## src/rtl/cache_ctrl_fsm_pkg.sv

```systemverilog
// Shared types and constants for the direct-mapped write-back cache controller.
// Field layouts match the tag/data stores and the memory bus inside cache_top.
package cache_ctrl_fsm_pkg;

  localparam int NUM_LINES  = 512;
  localparam int INDEX_BITS = 9;
  localparam int BLOCK_BITS = 128;
  localparam int TAG_BITS   = 19;
  localparam int TAGMSB     = 31;
  localparam int TAGLSB     = 13;
  localparam int IDXMSB     = 12;
  localparam int IDXLSB     = 4;

  typedef logic [1:0] cache_state_type;
  localparam cache_state_type IDLE       = 2'd0;
  localparam cache_state_type COMPARE    = 2'd1;
  localparam cache_state_type WRITE_BACK = 2'd2;
  localparam cache_state_type ALLOCATE   = 2'd3;

  typedef logic [BLOCK_BITS-1:0] cache_data_type;

  typedef struct packed {
    logic [31:0] addr;
    logic [31:0] data;
    logic        rw;
    logic        valid;
  } cpu_req_type;

  typedef struct packed {
    logic [31:0] data;
    logic        ready;
  } cpu_result_type;

  typedef struct packed {
    logic [31:0]    addr;
    cache_data_type data;
    logic           rw;
    logic           valid;
  } mem_req_type;

  typedef struct packed {
    cache_data_type data;
    logic           ready;
  } mem_data_type;

  typedef struct packed {
    logic [INDEX_BITS-1:0] index;
    logic                  we;
  } cache_req_type;

  typedef struct packed {
    logic                valid;
    logic                dirty;
    logic [TAG_BITS-1:0] tag;
  } cache_tag_type;

  function automatic logic [31:0] get_word(cache_data_type blk, logic [1:0] sel);
    return blk[32*sel +: 32];
  endfunction

  function automatic cache_data_type merge_word(cache_data_type blk, logic [1:0] sel,
                                                logic [31:0] word);
    cache_data_type res;
    res = blk;
    res[32*sel +: 32] = word;
    return res;
  endfunction

endpackage

```

## src/rtl/cache_ctrl_fsm_if.sv

```systemverilog
// Bundles the CPU, memory-bus and tag/data-store connections of the cache controller.
// master = controller side, slave = environment (LSU, memory, stores).
interface cache_ctrl_fsm_if;
  import cache_ctrl_fsm_pkg::*;

  cpu_req_type    cpu_req;
  cpu_result_type cpu_res;
  mem_req_type    mem_req;
  mem_data_type   mem_data;
  cache_req_type  tag_req;
  cache_tag_type  tag_write;
  cache_tag_type  tag_read;
  cache_req_type  data_req;
  cache_data_type data_write;
  cache_data_type data_read;

  modport master (
    input  cpu_req, mem_data, tag_read, data_read,
    output cpu_res, mem_req, tag_req, tag_write, data_req, data_write
  );

  modport slave (
    output cpu_req, mem_data, tag_read, data_read,
    input  cpu_res, mem_req, tag_req, tag_write, data_req, data_write
  );

endinterface

```

## src/rtl/cache_ctrl_fsm.sv

```systemverilog
// Cache controller FSM: hit service, dirty-victim write-back and block refill.
// All outputs decode combinationally from the state and the latched request.
module cache_ctrl_fsm
  import cache_ctrl_fsm_pkg::*;
(
  input  logic             clk_i,
  input  logic             rst_i,
  cache_ctrl_fsm_if.master bus
);

  cache_state_type       state_q, state_d;
  cpu_req_type           req_q;
  logic [31:0]           victim_addr_q;
  logic [INDEX_BITS-1:0] index;
  logic [TAG_BITS-1:0]   req_tag;
  logic                  hit;

  assign index   = req_q.addr[IDXMSB:IDXLSB];
  assign req_tag = req_q.addr[TAGMSB:TAGLSB];
  // An invalid line never hits, whatever its stored tag says.
  assign hit     = bus.tag_read.valid && (bus.tag_read.tag == req_tag);

  // NOTE: sequential state uses non-blocking assignments so every register samples
  // pre-edge values; blocking here would create order-dependent simulation races.
  always_ff @(posedge clk_i) begin
    if (rst_i) begin
      state_q       <= IDLE;
      req_q         <= '0;
      victim_addr_q <= '0;
    end else begin
      state_q <= state_d;
      if (state_q == IDLE && bus.cpu_req.valid)
        req_q <= bus.cpu_req;
      if (state_q == COMPARE && !hit)
        victim_addr_q <= {bus.tag_read.tag, index, 4'b0};
    end
  end

  // NOTE: every output and state_d gets a default before the case so no path leaves
  // a signal unassigned, which would otherwise infer a latch.
  always_comb begin
    state_d        = state_q;
    bus.cpu_res    = '0;
    bus.mem_req    = '0;
    bus.tag_req    = '0;
    bus.tag_write  = '0;
    bus.data_req   = '0;
    bus.data_write = '0;

    case (state_q)
      IDLE: begin
        if (bus.cpu_req.valid)
          state_d = COMPARE;
      end

      COMPARE: begin
        bus.tag_req.index  = index;
        bus.data_req.index = index;
        if (hit) begin
          bus.cpu_res.ready = 1'b1;
          if (req_q.rw) begin
            bus.data_req.we = 1'b1;
            bus.data_write  = merge_word(bus.data_read, req_q.addr[3:2], req_q.data);
            bus.tag_req.we  = 1'b1;
            bus.tag_write   = '{valid: 1'b1, dirty: 1'b1, tag: req_tag};
          end else begin
            bus.cpu_res.data = get_word(bus.data_read, req_q.addr[3:2]);
          end
          state_d = IDLE;
        end else if (bus.tag_read.valid && bus.tag_read.dirty) begin
          state_d = WRITE_BACK;
        end else begin
          state_d = ALLOCATE;
        end
      end

      WRITE_BACK: begin
        // The data store is indexed by the same line, so the victim block is on data_read.
        bus.tag_req.index  = index;
        bus.data_req.index = index;
        bus.mem_req = '{addr: victim_addr_q, data: bus.data_read, rw: 1'b1, valid: 1'b1};
        if (bus.mem_data.ready)
          state_d = ALLOCATE;
      end

      ALLOCATE: begin
        bus.tag_req.index  = index;
        bus.data_req.index = index;
        bus.mem_req.addr   = req_q.addr & ~32'hF;
        bus.mem_req.valid  = 1'b1;
        if (bus.mem_data.ready) begin
          bus.data_req.we = 1'b1;
          bus.data_write  = bus.mem_data.data;
          bus.tag_req.we  = 1'b1;
          bus.tag_write   = '{valid: 1'b1, dirty: 1'b0, tag: req_tag};
          state_d         = COMPARE;
        end
      end

      default: state_d = IDLE;
    endcase
  end

endmodule

```

## src/flat_wrapper.sv

```systemverilog
// flat-port wrapper written by rule: the top's interface ports become plain ports
module cache_ctrl_fsm_flat import cache_ctrl_fsm_pkg::*;
  (clk_i, rst_i, bus_cpu_req, bus_mem_data, bus_tag_read, bus_data_read, bus_cpu_res, bus_mem_req, bus_tag_req, bus_tag_write, bus_data_req, bus_data_write);
  cache_ctrl_fsm_if bus_i ();
  input  logic clk_i;
  input  logic rst_i;
  input wire logic [$bits(bus_i.cpu_req)-1:0] bus_cpu_req;
  input wire logic [$bits(bus_i.mem_data)-1:0] bus_mem_data;
  input wire logic [$bits(bus_i.tag_read)-1:0] bus_tag_read;
  input wire logic [$bits(bus_i.data_read)-1:0] bus_data_read;
  output wire logic [$bits(bus_i.cpu_res)-1:0] bus_cpu_res;
  output wire logic [$bits(bus_i.mem_req)-1:0] bus_mem_req;
  output wire logic [$bits(bus_i.tag_req)-1:0] bus_tag_req;
  output wire logic [$bits(bus_i.tag_write)-1:0] bus_tag_write;
  output wire logic [$bits(bus_i.data_req)-1:0] bus_data_req;
  output wire logic [$bits(bus_i.data_write)-1:0] bus_data_write;
  assign bus_i.cpu_req = bus_cpu_req;
  assign bus_i.mem_data = bus_mem_data;
  assign bus_i.tag_read = bus_tag_read;
  assign bus_i.data_read = bus_data_read;
  assign bus_cpu_res = bus_i.cpu_res;
  assign bus_mem_req = bus_i.mem_req;
  assign bus_tag_req = bus_i.tag_req;
  assign bus_tag_write = bus_i.tag_write;
  assign bus_data_req = bus_i.data_req;
  assign bus_data_write = bus_i.data_write;
  cache_ctrl_fsm u_core (.clk_i(clk_i), .rst_i(rst_i), .bus(bus_i));
endmodule
```

## config.mk

```make
export PLATFORM = sky130hd
export DESIGN_NAME = cache_ctrl_fsm_flat
export DESIGN_NICKNAME = d
export VERILOG_FILES = /design/src/rtl/cache_ctrl_fsm_pkg.sv /design/src/rtl/cache_ctrl_fsm_if.sv /design/src/rtl/cache_ctrl_fsm.sv /design/src/flat_wrapper.sv
export SDC_FILE = /design/constraint.sdc
export NUM_CORES = 1
export LEC_CHECK = 0
export CAP_MARGIN = 20
export CORE_AREA = 5 5 276 278
export DETAILED_ROUTE_END_ITERATION = 8
export DIE_AREA = 0 0 281 283
export HOLD_SLACK_MARGIN = 0.15
export SETUP_SLACK_MARGIN = 0.2
export SYNTH_ARGS = -nofsm -noshare
export SYNTH_HDL_FRONTEND = slang
export SYNTH_SLANG_ARGS = --single-unit
export TNS_END_PERCENT = 10
```

## constraint.sdc

```tcl
create_clock -name clk_i -period 3.2 [get_ports clk_i]
set_input_delay 0.64 -clock clk_i [delete_from_list [all_inputs] [get_ports clk_i]]
set_output_delay 0.64 -clock clk_i [all_outputs]
set_load 0.01 [all_outputs]
```

Word-level counts from Yosys, hierarchy flattened
Cells that the tools add are included.
- $add $sub $neg: 1
- multiply operators: 0
- div/mod/pow operators: 0
- $lt $le $gt $ge: 0
- eq/ne operators: 7
- shift operators: 3
- mux-type cells: 26
- bitwise gates (word level): 0
- reductions and logical operators: 9
- operators by type and width (kind ; number):
    $mux W128 ; 3
    $pmux W128 S2 ; 1
    $mux W129 ; 1
    $bwmux W128 ; 1
    $shift A32 B34 Y128 const A ; 1
    $shiftx A128 B8 Y32 ; 1
    $shiftx A32 B34 Y128 ; 1
    $mux W33 ; 2
    $pmux W32 S2 ; 1
    $mux W21 ; 3
    $pmux W21 S2 ; 1
    $neg A7 Y34 ; 1
    $mux W32 ; 1
    $eq A19 B19 Y1 ; 1
    $mux W9 ; 1
    $mux W2 ; 4
    $pmux W2 S4 ; 1
    $ne A2 B2 Y1 const B ; 3
    $mux W1 ; 5
    $eq A2 B2 Y1 const B ; 2
    $logic_and A1 B1 Y1 ; 4
    $reduce_and A3 Y1 ; 1
    $reduce_or A3 Y1 ; 1
    $eq A2 B1 Y1 const B ; 1
    other kinds (4) ; 4
- flip-flop bits (word level): 95
- latch bits: 0
- RAM bits: 0
- bits in read-only memories: 0
- bits of input ports: 346
- output and inout bits: 364
- logic and storage cells: 51
- memories kept: 0

Logic depth before layout (Yosys ltp)
- depth in word-level cells: 6
- mapped depth: 11

Least setup slack after synthesis
No wires, ideal clock.
- path type: register to output
- from: reg u_core.req_q[37] (netlist bit)
- to: out bus_data_write[103]
- data arrival time: 2.581 ns
- required time: 2.560 ns
- slack: -0.021 ns
- stages on the path, launching flop included: 11
- buffers on the path: 4
- cells stage by stage: dfxtp_1 -> clkbuf_1 -> clkbuf_1 -> inv_1 -> ha_1 -> nor4b_4 -> nor2b_1 -> buf_2 -> buf_4 -> a21oi_1 -> o21ai_0
- cells in the longest elaborated chain, start to end: 6
- elaborated cells on any way between the ends: 7
- ends and longest elaborated chain (what ; line ; source):
    start: declaration ; cache_ctrl_fsm.sv:12 ; cpu_req_type req_q;
    start signal: assignment ; cache_ctrl_fsm.sv:33 ; req_q <= bus.cpu_req;
    $neg A7 Y34 (*) ; cache_ctrl_fsm_pkg.sv:65 ; res[32*sel +: 32] = word;
    $shiftx A32 B34 Y128 or $shift A32 B34 Y128 (tied branches) ; cache_ctrl_fsm_pkg.sv:65 ;
    $bwmux W128 (*) ; cache_ctrl_fsm_pkg.sv:65 ;
    $mux W128 (*) ; cache_ctrl_fsm.sv:61 ; if (req_q.rw) begin
    $mux W128 (*) ; cache_ctrl_fsm.sv:59 ; if (hit) begin
    $pmux W128 S2 (*) ; cache_ctrl_fsm.sv:50 ; case (state_q)
    end: declaration ; flat_wrapper.sv:16 ; output wire logic [$bits(bus_i.data_write)-1:0] bus_data_write;
Mark *: on every way between the ends. The rest lies on a longest branch, timed or not.

Worst setup path after layout
- from: in bus_tag_read[5]
- to: out bus_data_write[76]
- cells in the longest elaborated chain, start to end: 4
- ends and longest elaborated chain (what ; line ; source):
    start: declaration ; flat_wrapper.sv:9 ; input wire logic [$bits(bus_i.tag_read)-1:0] bus_tag_read;
    $eq A19 B19 Y1 ; cache_ctrl_fsm.sv:21 ; assign hit = bus.tag_read.valid && (bus.tag_read.tag == req_tag);
    $logic_and A1 B1 Y1 ; cache_ctrl_fsm.sv:21 ;
    $mux W128 ; cache_ctrl_fsm.sv:59 ;
    $pmux W128 S2 ; cache_ctrl_fsm.sv:50 ;
Every way passes these cells.

==> impl_results.md <==
* Outcome: finished with violations
* Failing checks: negative setup slack
* Placer's final routability congestion estimate at 0.915
* Router iterations before antenna repair at 5
* Ys async rst share at 0%
* Die area at 79500 µm²
* Maxcap violations at 0
* Post-layout min period at 3.28 ns
* Die H at 283 µm
* CP Cell Sequence: clkdlybuf4s15_1, xnor2_1, nand4_1, nor2_4, nand4_1, buf_12, buf_12, buf_16, buf_8, buf_6, o21ai_4, buf_6
* Initial antenna violation count at 33
* Fill cells at 8095
* Met1 WL at 33.0 mm
* Share of cells above drive strength 1 at 24.1%
* Crit path required time at 2.56 ns
* CTS HTree Levels at 3
* Hold slack at 0.485 ns
* Slowest CP cell: clkdlybuf4s15_1
* Vias per cell at 4.49
* CP Buf/Inv Count at 7
* Relative slew slack at 33.5%
* Setup slack, reg-to-reg at 1.04 ns
* Mapped cell area at 9580 µm²
* Slew Limit Fails at 0
* Layout Nets at 2505
* Clk_skew at 0.0191 ns
* Port Buf Inserts at 703
* Synth Flop Type: dfxtp_1
* Final Instance Area at 19500 µm²
* VDD IR max at 0.000314 V
* Seq/Total Area, Yosys at 19.4%
* DRT antenna net count at 0
* Core area at 73700 µm²
* DP HPWL at 65.5 mm
* Starting DRT DRC Count at 961
* Fin crit share at 102%
* DRC Markers at 0
* First-pass GRT wire length at 114 mm
* Crit-path max cell delay at 0.21 ns
* Total power at 5.56 mW
* Largest net degree at the start of global routing at 85
* CTS max path bufs at 2
* Seq cells post-synth at 93
* HP Class: reg2reg
* R2r worst-path depth at 8
* Yosys Warn Count at 0
* Synth top area share at 19.4%
* Number of global-route vias before repair at 14026
* Total CTS buffers at 9
* Top cells by area, synth: dfxtp_1 (19%), nor2b_1 (12%), a21oi_1 (11%)
* Critical path depth in cells at 12
* Clk Latency, worst-skew pair at 0.40 ns
* Final setup vio count at 5
* Distinct cells, synth at 37
* Layout area overhead at 104%
* Via Count at 14085
* Avg Inst Size Synth at 6.66 µm²
* Gr ovfl total at 0
* Post-DP Area at 18400 µm²
* Critical Path Fanout Max at 5
* RR Startpoint: u_core.req_q[49]
* Routed wl met2 at 39.9 mm
* Routed wl met3 at 9.83 mm
* Row Count at 100
* CTS tree: done
* Post-Synthesis Cells at 1438
* CP Launch Point: bus_tag_read[5]
* Die X at 281 µm
* GR Util All Layers at 20.2%
* Worst EP arrival at 2.64 ns
* Endpoint class of the critical path: output port
* Io pins at 710
* Crit start category: input pin
* Routed WL per cell at 27.8 µm
* Number of clock sinks at 93
* Clock slew at reported path FFs at 0.08 ns
* Post-synth EDFFs at 0
* Setup crit end: bus_data_write[76]
* Routed Wire Length at 87.1 mm
* Pwr Density at 285 nW/µm²
* Critical path's top delay family: buffers and inverters
* Root Driver: clkbuf_16
* DR top layer: met5
* RSZ-0062 raised after global routing: yes
* Initial Util at 13.0%
* Worst setup margin at -0.0777 ns
* Slew @ Worst Pin at 0.997 ns
* P_leak at 7.79 nW
* Fmax at 305 MHz
* Synth area leader: dfxtp_1
* FF-to-FF End: u_core.state_q[0]
* Crit path kind: in2out
* Final-report hold violation count at 0
==> worst register-to-register path, delay by kind of cell, from the launching register on <==
kind,cells,cell delay (ns)
buffers and inverters,3,0.63
and+or+nand+nor,2,0.48
AOI/OAI and AO/OA,2,0.45
DFF,1,0.37
xor gates and xnor gates,1,0.13
==> flip-flops by register name, summed over array words and instances, names as in the netlist <==
signal,flops
u_core.req_q,54
u_core.state_q,2
u_core.index,9
u_core.victim_addr_q,28
==> power by group <==
| part | internal, mW | switching, mW |
|---|---|---|
| clock network | 0.774 | 0.655 |
| registers | 1.32 | 0.198 |
| logic | 1.24 | 1.37 |
| total | 3.34 | 2.22 |
==> logic make-up after synthesis <==
logic type	synth area share, %
simple gates	38.8
compound gates	23.8
buf+inv	7.35
flops	19.4
mux	7.52
xor+xnor	1.74
fa+ha+maj	1.31
other cells	0.0391
==> cells in the mapped netlist (19+ instances only) <==
master    number
nand4_1       34
o311ai_0      28
nand2_1      286
xnor2_1       19
dfxtp_1       93
o21ai_0      116
a22o_1        28
and2_1       130
clkbuf_1     119
a21oi_1      219
mux4_2        32
nor2b_1      189
nor2_1        35
nor3b_1       28
==> metal layers <==
metal  vias to the layer above  GRT usage [%]
met2                       901           32.7
met1                      6629           24.2
met5                         -              0
met3                       184           7.45
met4                        14           8.50
li1                       6357              -
==> how the worst min path moves through the flow <==
stage / endpoint / startpoint / cells past startpoint
after floorplan: u_core.req_q[1] / u_core.req_q[1] / 2
after global placement: u_core.index[2] / u_core.index[2] / 2
after detailed placement: u_core.index[7] / u_core.index[7] / 2
after CTS: u_core.req_q[47] / u_core.req_q[47] / 2
after global routing: u_core.req_q[47] / u_core.req_q[47] / 2
final: u_core.req_q[47] / u_core.req_q[47] / 2
==> stage by stage <==
stage / instances / util [%] / worst slack, ns / setup TNS [ns]
global route: 3131 / 26.5 / -0.159 / -1.89
CTS: 3112 / 26.1 / -0.0873 / -0.230
global placement: 3069 / 24.9 / -1.42 / -157.92
finish: 3134 / 26.5 / -0.0777 / -0.182
floorplan: 1441 / - / 0.201 / 0
detailed placement: 3069 / 24.9 / -1.38 / -152.31
==> layout make-up <==
| cell class | instances | area, µm² | area share (%) |
|---|---|---|---|
| diodes | 12 | 30.0 | 0.154 |
| repair buffers | 849 | 8220 | 42.1 |
| flip-flops and latches | 93 | 1900 | 9.74 |
| multi-input cells | 1185 | 7770 | 39.8 |
| inverters | 11 | 41.3 | 0.211 |
| clock buffers | 9 | 225 | 1.15 |
| well taps | 969 | 1210 | 6.21 |
| clock inverters | 6 | 119 | 0.609 |
==> cells in the final DEF (no fill, tap or decap), drive strengths merged, types with 3 or more instances in the layout <==
cell,count
nor3,3
inv,13
o21ai,128
xnor2,19
nand2,286
conb,4
clkdlybuf4s15,13
nor3b,28
clkdlybuf4s50,471
mux4,32
a22o,28
bufinv,3
o311ai,28
nor2,35
diode,12
nor2b,189
dlygate4sd2,7
buf,297
and2,130
nand4,34
dfxtp,93
dlymetal6s2s,26
ha,10
clkbuf,43
a21oi,219
==> repair_timing <==
action / CTS / global route
gates resized for setup: 808 / 256
setup endpoints to repair: 222 / 263
hold buffers: 0 / 0
setup buffers: 20 / 5
gates cloned: 8 / 5
pin swaps: 47 / 29
Power figures use the tool's default switching activity.
==> patch (same settings) <==
Set the package constant `BLOCK_BITS` to 64 (it was 128).
--- a/src/rtl/cache_ctrl_fsm_pkg.sv
+++ b/src/rtl/cache_ctrl_fsm_pkg.sv
@@ -5,5 +5,5 @@
   localparam int NUM_LINES  = 512;
   localparam int INDEX_BITS = 9;
-  localparam int BLOCK_BITS = 128;
+  localparam int BLOCK_BITS = 64;
   localparam int TAG_BITS   = 19;
   localparam int TAGMSB     = 31;
Ports: changed (resized bus_data_read, bus_data_write, bus_mem_data and bus_mem_req); port bits go from 710 to 454. No check against the original RTL was run, so the function may have changed too.
==> patch against the unedited design <==
Clock skew fell by 0.0069 ns. Power down 16%. Clock power decreased by 8%. Critical endpoint is now bus_data_write[56]. Setup slack better by 0.15 ns. Routed wire length fell by 40%. Cell count shrank 21%. Global-route usage shrank 7.8 points. Critical path type unchanged. Die area stayed put. Synthesized cell count down 25%. Synthesized area down 24%. Cell area is 29% lower. Sequential cell count is the same.
==> patch: results <==
set metrics [dict create \
    outcome "complete, no violations" \
    path_clk_slew_ns 0.09 \
    max_stage_delay_ns 0.25 \
    largest_reg_flops 54 \
    synth_commonest_cells "nand2_1, a21oi_1, nor2b_1" \
    placed_cell_area_sq_um 13100 \
    drive_gt1_share_pct 23.3 \
    finClkSkew_ns 0.0122 \
    worst_pin_slew_ns 1.02 \
    met1_usage_pct 15.6 \
    rr_endpoint "u_core.state_q[0]$_SDFFE_PP0P_" \
    dp.cells 2441 \
    dr.pass1.iters 4 \
    seq_area_sq_um 1880 \
    r2r_cells 9 \
    worstSetupEndpoint "bus_data_write[56]" \
    r2r_start "u_core.req_q[53]$_SDFFE_PP0P_" \
    crit_fanout 33 \
    fin_nets 1720 \
    min_to "u_core.req_q[18]$_SDFFE_PP0P_" \
    r2r_slack_ns 0.96 \
    ir_worst_vdd_mv 0.233 \
    clockBufferDepth 2 \
    synth_ff_type "dfxtp_1" \
    first_global_vias 9377 \
    routed_wl_um 52600 \
    setup.worst_path.start "bus_tag_read[6]" \
    holdPathStages 2 \
    clock_latency_ns 0.39 \
    ys_seq_area_share_pct 25.7 \
    grt_antenna_before_repair 12 \
    power_leakage_uw 0.00491 \
    fmax_mhz 319 \
    synth_edf_count 0 \
    grt_pass1_wl_um 71900 \
    syn_area_per_cell_sq_um 6.76 \
    place_congestion 0.837 \
    regMostFlops "u_core.req_q" \
    root_buffer "clkbuf_16" \
    min_path_type "reg2reg" \
    min_from "u_core.req_q[18]$_SDFFE_PP0P_" \
    h-tree-depth 3 \
    track_usage_pct 12.5 \
    hpwl_um 39400 \
    cts_buffers 9 \
    ys_types 33 \
    pre_cts_slack_ns -1.17 \
    async_flop_share_pct 0 \
    drt_iter0_markers 486 \
    met2_usage_pct 20.3 \
    numPortBuffers 447 \
    wl_per_cell_um 21.3 \
    worstPathArrival_ns 2.49 \
    filler_cell_count 8410 \
    vias 9460 \
    synthTopCellsByArea "dfxtp_1, nand2_1, a21oi_1" \
    grt_start_max_net_pins 146 \
    slowest_stage "clkdlybuf4s15_2" \
    groute.layer.met3.usage_pct 4.44 \
]
patch: cell count changes after synthesis, sizes merged, moves of 32 or more:
cell / change
nand2: -66
o21ai: -63
mux4: -32
a21oi: -63
nor2b: -95
clkbuf: -39
and2: -63
mux2i: +32
patch: worst max-delay path: cells and delay by family:
family,cells,cell delay (ns)
AOI/OAI and AO/OA,1,0.20
xor gates and xnor gates,1,0.15
buffers and inverters,6,0.99
and+or+nand+nor,3,0.44
patch: cells by family (layout without fill, tap and decap cells):
group	after synthesis	after routing	share of synthesized area, %
other cells	1	7	0.0517
flops	93	93	25.7
buf+inv	123	546	7.34
compound gates	282	282	22.6
xor+xnor	19	19	2.29
simple gates	515	515	36.3
mux	32	32	4.41
fa+ha+maj	8	8	1.38
patch: repair_timing:
| action | 4_1_cts | 5_1_grt |
|---|---|---|
| resized for setup | 567 | 136 |
| setup buffers | 4 | 1 |
| endpoints found under the setup margin | 122 | 120 |
| pin swaps | 71 | 62 |
| gates cloned | 4 | 2 |
patch: through the flow:
stage	hold slack, ns	power, uW
global route	0.495	4970
floorplan	0.449	2300
global placement	0.460	3360
detailed placement	0.466	3360
finish	0.479	4680
CTS	0.479	4780
patch: metal layers:
metal  routed length (um)  share of wire, %
met3                 5030               9.6
met2                24100                46
met5                   68              0.13
met1                22200                42
met4                 1170               2.2
patch: area by class of cell:
cell class | instances | area share [%]
Sequential cell | 93 | 13.5
Clock buffer | 9 | 1.62
Antenna cell | 3 | 0.0539
Tap cell | 969 | 8.71
Multi-Input combinational cell | 860 | 39.1
Inverter | 8 | 0.270
Timing Repair Buffer | 522 | 36.0
Clock inverter | 7 | 0.701
patch: power breakdown:
group | switching [uW] | internal, uW
registers | 160 | 1330
clock network | 622 | 692
logic | 1030 | 845
